--- src/rtl/hazard_pkg.sv ---
// hazard_pkg: shared types and helpers for the pipeline hazard scheduler.
//   REG_AW      : register address width
//   FWD_*       : 2-bit EX operand-select encodings
//   stage_tag_t : shadow tag {dst, we, ld} kept per pipeline stage
//   writes()    : stage really writes a register (r0 never counts)
//   src_hit()   : a used source matches a writing stage
//   fwd_sel()   : MEM-over-WB forwarding priority for one EX source
package hazard_pkg;

   localparam int unsigned REG_AW = 5;

   localparam logic [1:0] FWD_RF  = 2'b00;
   localparam logic [1:0] FWD_MEM = 2'b01;
   localparam logic [1:0] FWD_WB  = 2'b10;

   typedef struct packed {
      logic [REG_AW-1:0] dst;
      logic              we;
      logic              ld;
   } stage_tag_t;

   // A write to r0 is discarded by the register file, so it never creates a dependency.
   function automatic logic writes(input stage_tag_t t);
      return t.we && (t.dst != '0);
   endfunction

   function automatic logic src_hit(input logic uses, input logic [REG_AW-1:0] src,
                                    input stage_tag_t t);
      return uses && writes(t) && (src == t.dst);
   endfunction

   function automatic logic [1:0] fwd_sel(input logic [REG_AW-1:0] src,
                                          input stage_tag_t mem, input stage_tag_t wb);
      if (src_hit(1'b1, src, mem)) return FWD_MEM;
      if (src_hit(1'b1, src, wb))  return FWD_WB;
      return FWD_RF;
   endfunction

endpackage

--- src/rtl/hazard_stage_tag.sv ---
// hazard_stage_tag: one shadow pipeline-stage tag register.
//   clk, rst_n : clock, asynchronous active-low reset (clears the tag)
//   clear      : synchronous clear, loads an all-zero tag (bubble)
//   d, q       : next / current stage tag
module hazard_stage_tag
   import hazard_pkg::*;
(
   input  logic       clk,
   input  logic       rst_n,
   input  logic       clear,
   input  stage_tag_t d,
   output stage_tag_t q
);

   always_ff @(posedge clk or negedge rst_n) begin
      if (!rst_n)     q <= '0;
      else if (clear) q <= '0;
      else            q <= d;
   end

endmodule

--- src/rtl/hazard_ctrl.sv ---
// hazard_ctrl: 5-stage pipeline hazard scheduler.
// Tracks shadow tags of the instructions in EX/MEM/WB and produces the IF/ID
// stall, ID/EX bubble, IF/ID flush and EX forwarding selects.
//   Inputs : clk, rst_n (async, active low), ID decode fields (id_valid, id_rs,
//            id_rt, id_uses_rs, id_uses_rt, id_dst, id_regwrite, id_memread),
//            ex_branch_taken from EX branch resolution.
//   Outputs: stall_if_id, bubble_ex, flush_if_id, fwd_a, fwd_b (00 regfile,
//            01 EX/MEM, 10 MEM/WB), stall_count (saturating stall cycles).
// Build option: define HAZARD_FORWARD_EN to enable forwarding (only load-use
// stalls). Undefined, fwd_a/fwd_b stay 00 and any EX or MEM writer of an ID
// source stalls.
module hazard_ctrl
   import hazard_pkg::*;
#(
   parameter int unsigned CNT_W = 16
) (
   input  logic              clk,
   input  logic              rst_n,
   input  logic              id_valid,
   input  logic [REG_AW-1:0] id_rs,
   input  logic [REG_AW-1:0] id_rt,
   input  logic              id_uses_rs,
   input  logic              id_uses_rt,
   input  logic [REG_AW-1:0] id_dst,
   input  logic              id_regwrite,
   input  logic              id_memread,
   input  logic              ex_branch_taken,
   output logic              stall_if_id,
   output logic              bubble_ex,
   output logic              flush_if_id,
   output logic [1:0]        fwd_a,
   output logic [1:0]        fwd_b,
   output logic [CNT_W-1:0]  stall_count
);

   stage_tag_t        ex_d, ex_q, mem_q, wb_d, wb_q;
   logic [REG_AW-1:0] ex_rs, ex_rt;
   logic              hit_ex, hazard, stall_int, bubble_int;
   logic [1:0]        fwd_a_int, fwd_b_int;
   logic              unused_tags;

   always_comb begin
      ex_d = '{dst: id_dst, we: id_regwrite & id_valid, ld: id_memread & id_valid};
      wb_d = '{dst: mem_q.dst, we: mem_q.we, ld: 1'b0};
   end

   hazard_stage_tag u_ex  (.clk(clk), .rst_n(rst_n), .clear(bubble_int), .d(ex_d),  .q(ex_q));
   hazard_stage_tag u_mem (.clk(clk), .rst_n(rst_n), .clear(1'b0),       .d(ex_q),  .q(mem_q));
   hazard_stage_tag u_wb  (.clk(clk), .rst_n(rst_n), .clear(1'b0),       .d(wb_d),  .q(wb_q));

   // EX source addresses travel alongside the EX tag for forwarding.
   always_ff @(posedge clk or negedge rst_n) begin
      if (!rst_n) begin
         ex_rs <= '0;
         ex_rt <= '0;
      end else if (bubble_int) begin
         ex_rs <= '0;
         ex_rt <= '0;
      end else begin
         ex_rs <= id_rs;
         ex_rt <= id_rt;
      end
   end

   always_comb begin
      hit_ex = id_valid && (src_hit(id_uses_rs, id_rs, ex_q) || src_hit(id_uses_rt, id_rt, ex_q));
`ifdef HAZARD_FORWARD_EN
      hazard      = hit_ex && ex_q.ld;
      fwd_a_int   = fwd_sel(ex_rs, mem_q, wb_q);
      fwd_b_int   = fwd_sel(ex_rt, mem_q, wb_q);
      unused_tags = mem_q.ld ^ wb_q.ld;
`else
      hazard      = hit_ex || (id_valid && (src_hit(id_uses_rs, id_rs, mem_q) ||
                                            src_hit(id_uses_rt, id_rt, mem_q)));
      fwd_a_int   = FWD_RF;
      fwd_b_int   = FWD_RF;
      unused_tags = ^{ex_rs, ex_rt, mem_q.ld, wb_q};
`endif
      // A taken branch squashes the ID instruction, so it wins over any stall.
      stall_int  = hazard && !ex_branch_taken;
      bubble_int = hazard || ex_branch_taken;
   end

   // Outputs are forced low while reset is held, including a flush requested by EX.
   always_comb begin
      stall_if_id = rst_n & stall_int;
      bubble_ex   = rst_n & bubble_int;
      flush_if_id = rst_n & ex_branch_taken;
      fwd_a       = rst_n ? fwd_a_int : FWD_RF;
      fwd_b       = rst_n ? fwd_b_int : FWD_RF;
   end

   always_ff @(posedge clk or negedge rst_n) begin
      if (!rst_n)
         stall_count <= '0;
      else if (stall_int && (stall_count != '1))
         stall_count <= stall_count + CNT_W'(1);
   end

endmodule

--- config.mk ---
export PLATFORM = sky130hd
export DESIGN_NAME = hazard_ctrl
export DESIGN_NICKNAME = d
export VERILOG_FILES = /design/src/rtl/hazard_pkg.sv /design/src/rtl/hazard_stage_tag.sv /design/src/rtl/hazard_ctrl.sv
export SDC_FILE = /design/constraint.sdc
export NUM_CORES = 1
export LEC_CHECK = 0
export BUFFER_PORTS_ARGS = -buffer_cell sky130_fd_sc_hd__buf_4
export CORE_UTILIZATION = 50
export CTS_CLUSTER_SIZE = 25
export DETAILED_ROUTE_END_ITERATION = 8
export PLACE_DENSITY = 0.82
export SYNTH_ARGS = -nofsm -noshare
export SYNTH_HDL_FRONTEND = slang
export SYNTH_HIERARCHICAL = 1
export SYNTH_SLANG_ARGS = --single-unit
--- constraint.sdc ---
create_clock -name clk -period 3.3 [get_ports clk]
set_clock_uncertainty 0.15 [all_clocks]
set_input_delay 0.33 -clock clk [delete_from_list [all_inputs] [get_ports clk]]
set_output_delay 0.33 -clock clk [all_outputs]
set_load 0.05 [all_outputs]
==> impl_results.md, run 1 <==
- Status: finished, violations left
- Failing checks: DRC
- Pwr Density: about 360 nW/um^2
- Hold WS: 0.0671 ns
- Final Hold Viols: 0
- Most common cell after layout, fill and taps aside: buf_4
- Initial DRC Count: 36
- MaxCap Viol Count: 0
- FP Rows: 19
- Clock insertion delay at the later pin of the skew report: 0.34 ns
- Vias in the first global route: between 1000 and 1500
- TNS Setup: 0 ns
- Final #Nets: around 220
- Postcts setup bufs: 0
- Leakage: about 0.9 nW
- Grt total ovfl: 0
- Io pins: between 40 and 50
- DIE AREA: approximately 3200 sq um
- Post-place setup slack: between 0.8 and 0.9 ns
- Chip Height: ~57 um
- First-pass GRT wire length: about 5200 um
- Element type at the critical path start: flop
- Post-Synthesis Cells: ~140
- H-Tree Depth: 1
- Routed vias: approximately 1100
- Fin util: 0.674
- WS Path Type: reg2out
- Final setup margin: roughly 0.53 ns
- Initial antenna violation count: 0
- Hold Crit Class: in2reg
- Area Growth Syn to Fin: 26.0%
- WP data arrival: about 2.3 ns
- Residual DRC: 6
- Fin crit period: 2.77 ns
- Drt pass-1 iters: 6
- Hold Path Stages: 2
- CP Data Required Time: ~2.8 ns
- Total wire length: just under 3000 um
- Multi-input gate area: ~780 sq um
- Storage element area: roughly 700 sq um
- Post-Synthesis Mean Instance Area: around 10 sq um
- Tot GR Track Use: 0.210
- Most frequent cells in the layout: 40 x buf_4, 28 x dfrtp_1, 22 x xnor2_1
- Final GP Congestion: approximately 0.84
- Post-DP HPWL: between 2000 and 2500 um
- Clock sinks: 28
- Root buffer cell: clkbuf_4
- Reg clk slew, reported paths: ~0.13 ns
- Largest net degree at the start of global routing: 32
- CTS tree: done
- Initial core utilization: 0.534
- Worst R2R Path Depth: 7
- Die W: 56.8 um
- RSZ-0062 raised after global routing: no
- Pins over their slew limit: 0
- WL per Instance: between 10 and 15 um
- Vias per cell: 5.13
- Port bufs: 40
- Post-CTS sizing: 0
- Worst setup EP type: output pin
- Ys Warns: 6
- Routed Antenna Nets: 0
- Share of cells above drive strength 1: 0.255
- Fin crit share: 0.839
- Crit Path Max Fanout: 7
- Highest Clock Rate: between 300 and 400 MHz
- Total CTS buffers: 3
- CTS Buffer Depth: 2
- Filler Cell Count: 235
- Antenna Cells: 0
- Worst vdd rail ir drop: between 0.0002 and 0.00025 V
- Core Area: between 2000 and 3000 sq um
- Final setup vio count: 0
- Post-Syn Area: about 1500 sq um
critical path, cell delays in order (launching register included):
cell,delay [ns]
dfrtp_1,0.43
or3_1,0.38
o311a_1,0.30
a22oi_2,0.25
nand2b_1,0.21
and2_1,0.22
buf_4,0.18
area by class of cell:
class | count | area share
multi-input combinational | 117 | 0.413
sequential | 28 | 0.371
timing repair buffer | 41 | 0.164
tap | 31 | 0.0205
clock inverter | 1 | 0.0159
clock buffer | 3 | 0.0119
inverter | 2 | 0.00397
registers in the layout, indices dropped and copies added, names as in the netlist:
name / flops
stall_count: 16
u_ex/q: 6
u_mem/q: 6
power breakdown:
| group | total [mW] | internal [mW] | switching [mW] |
|---|---|---|---|
| Combinational | 0.0927 | 0.0435 | 0.0492 |
| Sequential | 0.360 | 0.350 | 0.00934 |
| Clock | 0.223 | 0.123 | 0.101 |
| Total | 0.676 | 0.517 | 0.159 |
metrics by stage:
| stage | cell area [sq um] | total power [mW] | std cells |
|---|---|---|---|
| 2_1_floorplan | 1530 | 0.420 | 152 |
| 3_3_place_gp | 1830 | 0.455 | 218 |
| 3_5_place_dp | 1830 | 0.459 | 218 |
| 4_1_cts | 1890 | 0.681 | 223 |
| 5_1_grt | 1890 | 0.700 | 223 |
| 6_report | 1890 | 0.676 | 223 |
path summary, 6_finish.rpt:
| kind | start | to | slack, ns |
|---|---|---|---|
| max reg2reg | u_ex/q[4]$_DFF_PN0_ | stall_count[7]$_DFFE_PN0P_ | 1.04 |
| min in group asynchronous | rst_n | stall_count[4]$_DFFE_PN0P_ | 0.27 |
| max in group asynchronous | rst_n | u_mem/q[3]$_DFF_PN0_ | 2.44 |
| max | u_mem/q[2]$_DFF_PN0_ | bubble_ex | 0.53 |
| min | id_dst[4] | u_ex/q[6]$_DFF_PN0_ | 0.07 |
| min reg2reg | stall_count[10]$_DFFE_PN0P_ | stall_count[10]$_DFFE_PN0P_ | 0.36 |
per-layer routing:
layer,GRT usage,vias to the layer above,share of wire
li1,-,568,-
met1,0.265,539,0.44
met2,0.355,30,0.49
met3,0.0253,7,0.040
met4,0.101,0,0.023
met5,0,-,0
what timing repair did:
| item | 4_1_cts | 5_1_grt |
|---|---|---|
| setup endpoints to repair | 0 | 0 |
| hold buffers | 1 | 0 |
| endpoints found under the hold margin | 28 | 0 |
No activity file was read; power rests on OpenSTA's default activity.
==> run 2: changes to the inputs <==
- ABC_AREA: unset -> 1
- PLACE_DENSITY: 0.82 -> 0.79
- clock period: 3.3 -> 2.8 ns (I/O delays scaled with it)
==> run 2 against run 1 <==
Effect of this change: the flow now finishes without violations; routed wire length rose by 40%; synthesized cell count rose by 100%; global-route usage up 1.4 points; sequential share of layout area decreased by 6.3 points; hold slack improved by 0.0012 ns; power up 13%; sequential cell count is the same; first-iteration DRC count grew 100%.
==> impl_results.md, run 2 <==
- Critical-path cell list: inv_1 > nand2_1 > nand2_1 > nor2_1 > nand3_1 > nand2_1 > nand3_1 > nand2_2 > and3_2 > buf_4
- Chip Height: 64.0 um
- Routed vias: about 1800
- Pwr Density: between 300 and 400 nW/um^2
- Crit Path Max Fanout: 20
- Final setup vio count: 0
- Hold Crit Class: in2reg
- Post-CTS Hold Buffers: 1
- Largest net degree at the start of global routing: 32
- CTS tree: done
- Worst vdd rail ir drop: ~0.0002 V
- Ys Warns: 6
- Residual DRC: 0
- Most frequent cells in the layout: 102 x nand2_1, 44 x inv_1, 41 x buf_4
- Share of cells above drive strength 1: 0.163
- Root buffer cell: clkbuf_8
- Io pins: 46
- Leakage: about 1.4 nW
- Worst R2R Path Depth: 11
- Final #Nets: 358
- Max incr delay on CP: ~0.37 ns
- Port bufs: 40
- Fin crit period: between 2 and 2.5 ns
- Final Hold Viols: 0
- WP data arrival: 2.03 ns
- Design area: 2270 sq um
- Vias in the first global route: between 1500 and 2000
- Initial core utilization: 0.524
- Drt pass-1 iters: 4
- Status: finished, final reports clean
- Post-Syn Area: between 1500 and 2000 sq um
- WL per Instance: 10.9 um
- Initial DRC Count: slightly above 70
- Highest Clock Rate: between 400 and 500 MHz
- Largest regs: stall_count: 16 flops, u_ex/q: 6 flops, u_mem/q: 6 flops
- Reg clk slew, reported paths: 0.09 ns
- CTS Buffer Depth: 2
- Most common cell after layout, fill and taps aside: nand2_1
- WS Path Type: reg2out
- Post-DP HPWL: slightly above 3000 um
- Post-Synthesis Mean Instance Area: about 6.7 sq um
- Worst setup EP type: output pin
- DIE AREA: between 4000 and 5000 sq um
- CP Depth: 10
- H-Tree Depth: 1
- Pins over their slew limit: 0
- RSZ-0062 raised after global routing: no
- TNS Setup: 0 ns
- Worst path most repeated cell: nand2_1
- Post-CTS sizing: 0
- Clock insertion delay at the later pin of the skew report: about 0.27 ns
- Family with the most delay on the worst path: simple AND/OR/NAND/NOR gates
- Routed Antenna Nets: 0
- First-pass GRT wire length: 7190 um
- Clock sinks: 28
- Antenna Cells: 0
- Hold Path Stages: 3
- Most flops, register: stall_count
- Area Growth Syn to Fin: 18.4%
- Layout Cells excl Fill: between 300 and 400
- Die W: between 60 and 70 um
- CP Data Required Time: ~2.4 ns
- Core Area: 3660 sq um
- Vias per cell: approximately 4.8
- Total CTS buffers: 3
- Hold WS: ~0.068 ns
- Initial antenna violation count: 0
- Fin crit share: 0.879
- FP Rows: 22
- Max FFs per register: 16
- Post-Synthesis Cells: around 290
- MaxCap Viol Count: 0
- Total wire length: 4120 um
- Grt total ovfl: 0
- CP max stage cell: dfrtp_1
- Element type at the critical path start: flop
- Postcts setup bufs: 0
- Worst Path Buf+Inv: 2
- Tot GR Track Use: 0.223
- Placed cell area: 2220 sq um
- Final GP Congestion: between 0.8 and 0.9
- Placed instance count: 376
run 2: through the flow:
step           setup slack [ns]   util  power (mW)
5_1_grt                   0.106  0.621       0.804
6_report                  0.339  0.621       0.762
3_3_place_gp              0.689  0.607       0.557
4_1_cts                   0.356  0.621       0.771
3_5_place_dp              0.660  0.607       0.560
2_1_floorplan             0.791      -       0.511
run 2: power by group:
part           switching [mW]  internal (mW)
Combinational          0.0850         0.0467
Sequential            0.00832          0.413
Clock                   0.113         0.0964
run 2: metal layers:
layer,part of all wire,track usage,vias to the layer above
met4,0.0097,0.0511,0
met3,0.037,0.0250,5
met2,0.51,0.423,46
met1,0.44,0.266,822
met5,0,0,-
li1,-,-,954
run 2: worst min-delay path, cell delays in order:
cell and delay [ns]:
buf_4 0.11, inv_1 0.04, nor2_1 0.03
run 2: worst paths after layout:
| kind | start | to | slack [ns] |
|---|---|---|---|
| worst min-delay path | id_dst[2] | u_ex/q[4]$_DFF_PN0_ | 0.07 |
| min in group asynchronous | rst_n | stall_count[6]$_DFFE_PN0P_ | 0.34 |
| max in group asynchronous | rst_n | u_ex/q[1]$_DFF_PN0_ | 1.89 |
| worst min register to register | u_ex/q[1]$_DFF_PN0_ | u_mem/q[1]$_DFF_PN0_ | 0.34 |
| worst max-delay path | u_mem/q[2]$_DFF_PN0_ | stall_if_id | 0.34 |
| worst max register to register | u_mem/q[2]$_DFF_PN0_ | stall_count[13]$_DFFE_PN0P_ | 0.65 |
run 2: cell type report:
cell class | count | area [sq um]
multi-input cells | 210 | 970
fillers | 371 | 1390
well taps | 48 | 60.1
clock buffers | 3 | 41.3
inverters | 49 | 184
repair buffers | 42 | 318
flip-flops and latches | 28 | 701
==> run 3: changes to the inputs <==
--- a/config.mk
+++ b/config.mk
@@ -8,8 +8,8 @@
 export ABC_AREA = 1
 export BUFFER_PORTS_ARGS = -buffer_cell sky130_fd_sc_hd__buf_4
-export CORE_UTILIZATION = 50
+export CORE_UTILIZATION = 49
 export CTS_CLUSTER_SIZE = 25
 export DETAILED_ROUTE_END_ITERATION = 8
-export PLACE_DENSITY = 0.79
+export PLACE_DENSITY = 0.81
 export SYNTH_ARGS = -nofsm -noshare
 export SYNTH_HDL_FRONTEND = slang
==> constraint.sdc (replaced) <==
create_clock -name clk -period 2.2 [get_ports clk]
set_clock_uncertainty 0.15 [all_clocks]
set_input_delay 0.44 -clock clk [delete_from_list [all_inputs] [get_ports clk]]
set_output_delay 0.44 -clock clk [all_outputs]
set_load 0.05 [all_outputs]
==> run 3 against run 2 <==
Effect of this change: the flow now finishes with violations (setup timing); sequential cell count did not move; first-iteration DRC count rose by 92%; sequential power rose by 28%; critical path depth did not move; final cell count rose by 3.2%; critical endpoint unchanged; largest cell class unchanged.
==> impl_results.md, run 3 (synthesis results as in run 2) <==
- Hold Crit Class: in2reg
- Routed Antenna Nets: 0
- Int Pwr: roughly 0.84 mW
- Leakage: around 1.4 nW
- WS Path Type: reg2out
- Most common cell after layout, fill and taps aside: nand2_1
- Final #Nets: about 370
- Fin crit share: 1.02
- CTS tree: done
- Element type at the critical path start: flop
- Worst slew pin tran: approximately 0.95 ns
- Antenna Cells: 0
- FP Rows: 22
- Total CTS buffers: 3
- Area Growth Syn to Fin: 28.6%
- Worst vdd rail ir drop: 0.000327 V
- RR Startpoint: u_ex/q[3]$_DFF_PN0_
- Final Hold Viols: 0
- Residual DRC: 0
- Max FFs per register: 16
- Status: finished, violations left
- Reg clk slew, reported paths: ~0.09 ns
- Total wire length: around 4700 um
- Clock power share: 0.359
- Pins over their slew limit: 0
- WL per Instance: approximately 12 um
- CTS Buffer Depth: 2
- Drt pass-1 iters: 4
- CP Data Required Time: ~1.6 ns
- Final setup margin: -0.0547 ns
- Clock insertion delay at the later pin of the skew report: 0.27 ns
- Tot GR Track Use: 0.242
- Hold_sp: id_dst[0]
- Failing checks: setup timing
- Io pins: 46
- H-Tree Depth: 1
- Pwr Total: about 1.1 mW
- Largest regs: stall_count: 16 flops, u_ex/q: 6 flops, u_mem/q: 6 flops
- Port bufs: 40
- Core Area: between 3000 and 4000 sq um
- DIE AREA: roughly 4200 sq um
- Clock sinks: 28
- Initial core utilization: 0.516
- Most flops, register: stall_count
- Largest net degree at the start of global routing: 22
- Worst setup EP type: output pin
- Pwr Density: around 450 nW/um^2
- Most frequent cells in the layout: 101 x nand2_1, 46 x buf_4, 39 x inv_1
- First-pass GRT wire length: roughly 7900 um
- Reg power frac: 0.481
- MaxCap Viol Count: 0
- Die W: between 60 and 70 um
- Initial antenna violation count: 0
- Vias in the first global route: about 1900
- Share of cells above drive strength 1: 0.218
- Switching Share: 0.252
- Vias per cell: about 4.8
- Final setup vio count: 1
- Hold WS: 0.220 ns
- Final GP Congestion: a little under 0.9
- Fin crit period: between 2 and 2.5 ns
- Grt total ovfl: 0
- Chip Height: ~65 um
- Root buffer cell: clkbuf_8
- Post-DP HPWL: around 3300 um
- Highest Clock Rate: approximately 440 MHz
- Slew headroom: 0.366
- Switching power total: 0.282 mW
- Crit Path Max Fanout: 4
- RSZ-0062 raised after global routing: yes
- CP startpoint: u_ex/q[3]$_DFF_PN0_
- WP data arrival: ~1.7 ns
- Combinational share of power: 0.160
- Initial DRC Count: 138
- Routed vias: approximately 1900
-- run 3: cell count changes in the layout (fill, tap and decap cells not counted), moves of 2 or more --
cell	delta
nand3_2	+3
inv_1	-5
nand3_1	-3
buf_4	+5
inv_2	+5
buf_8	+2
-- run 3: what timing repair did --
item | in CTS | in global routing
buffers inserted | 4 | 0
gates resized for setup | 11 | 9
hold buffers | 2 | 0
gates cloned | 0 | 2
pin swaps | 3 | 0
endpoints found under the setup margin | 2 | 18
hold endpoints to repair | 21 | 0
-- run 3: cell type report --
cell class	count	area [sq um]
Timing Repair Buffer	52	440
Inverter	49	184
Tap cell	48	60.1
Sequential cell	28	701
Multi-Input combinational cell	211	1010
Fill cell	344	1250
Clock buffer	3	41.3
Clock inverter	1	30.0
-- run 3: worst paths after layout --
kind / to / slack, ns / cells past startpoint
max: stall_if_id / -0.05 / 10
min: u_ex/q[2]$_DFF_PN0_ / 0.22 / 3
max reg2reg: stall_count[10]$_DFFE_PN0P_ / 0.20 / 14
min reg2reg: u_mem/q[1]$_DFF_PN0_ / 0.34 / 2
max in group asynchronous: u_mem/q[4]$_DFF_PN0_ / 0.56 / 2
min in group asynchronous: stall_count[6]$_DFFE_PN0P_ / 0.59 / 3
-- run 3: critical path, stage by stage (launching register included) --
cell	delay [ns]
dfrtp_1	0.43
inv_2	0.06
nand2_1	0.06
nand2_1	0.05
nor2_1	0.10
nand3_1	0.07
nand2_1	0.08
nand3_2	0.10
nand2_2	0.10
and3_4	0.20
buf_8	0.14
-- run 3: per-stage QoR --
stage	util	setup WS (ns)	TNS, ns	instance area, sq um	cells
global placement	0.608	0.0614	0	2260	381
finish	0.664	-0.0547	-0.0547	2470	392
detailed placement	0.608	0.0333	0	2260	381
CTS	0.649	-0.0263	-0.0263	2410	391
global route	0.664	-0.186	-0.287	2470	392
floorplan	-	0.185	0	1950	297
-- run 3: per-layer routing --
metal,wire length [um],track usage,up-vias
li1,-,-,984
met4,63,0.0889,0
met2,2290,0.420,49
met5,0,0,-
met3,210,0.0370,4
met1,2130,0.301,862
-- run 3: power groups by stage --
stage               Sequential, mW  Clock [mW]  Combinational [mW]
finish                       0.538       0.401               0.179
global route                 0.541       0.433               0.200
CTS                          0.538       0.412               0.176
detailed placement           0.548           0               0.168
global placement             0.547           0               0.165
floorplan                    0.552           0              0.0984
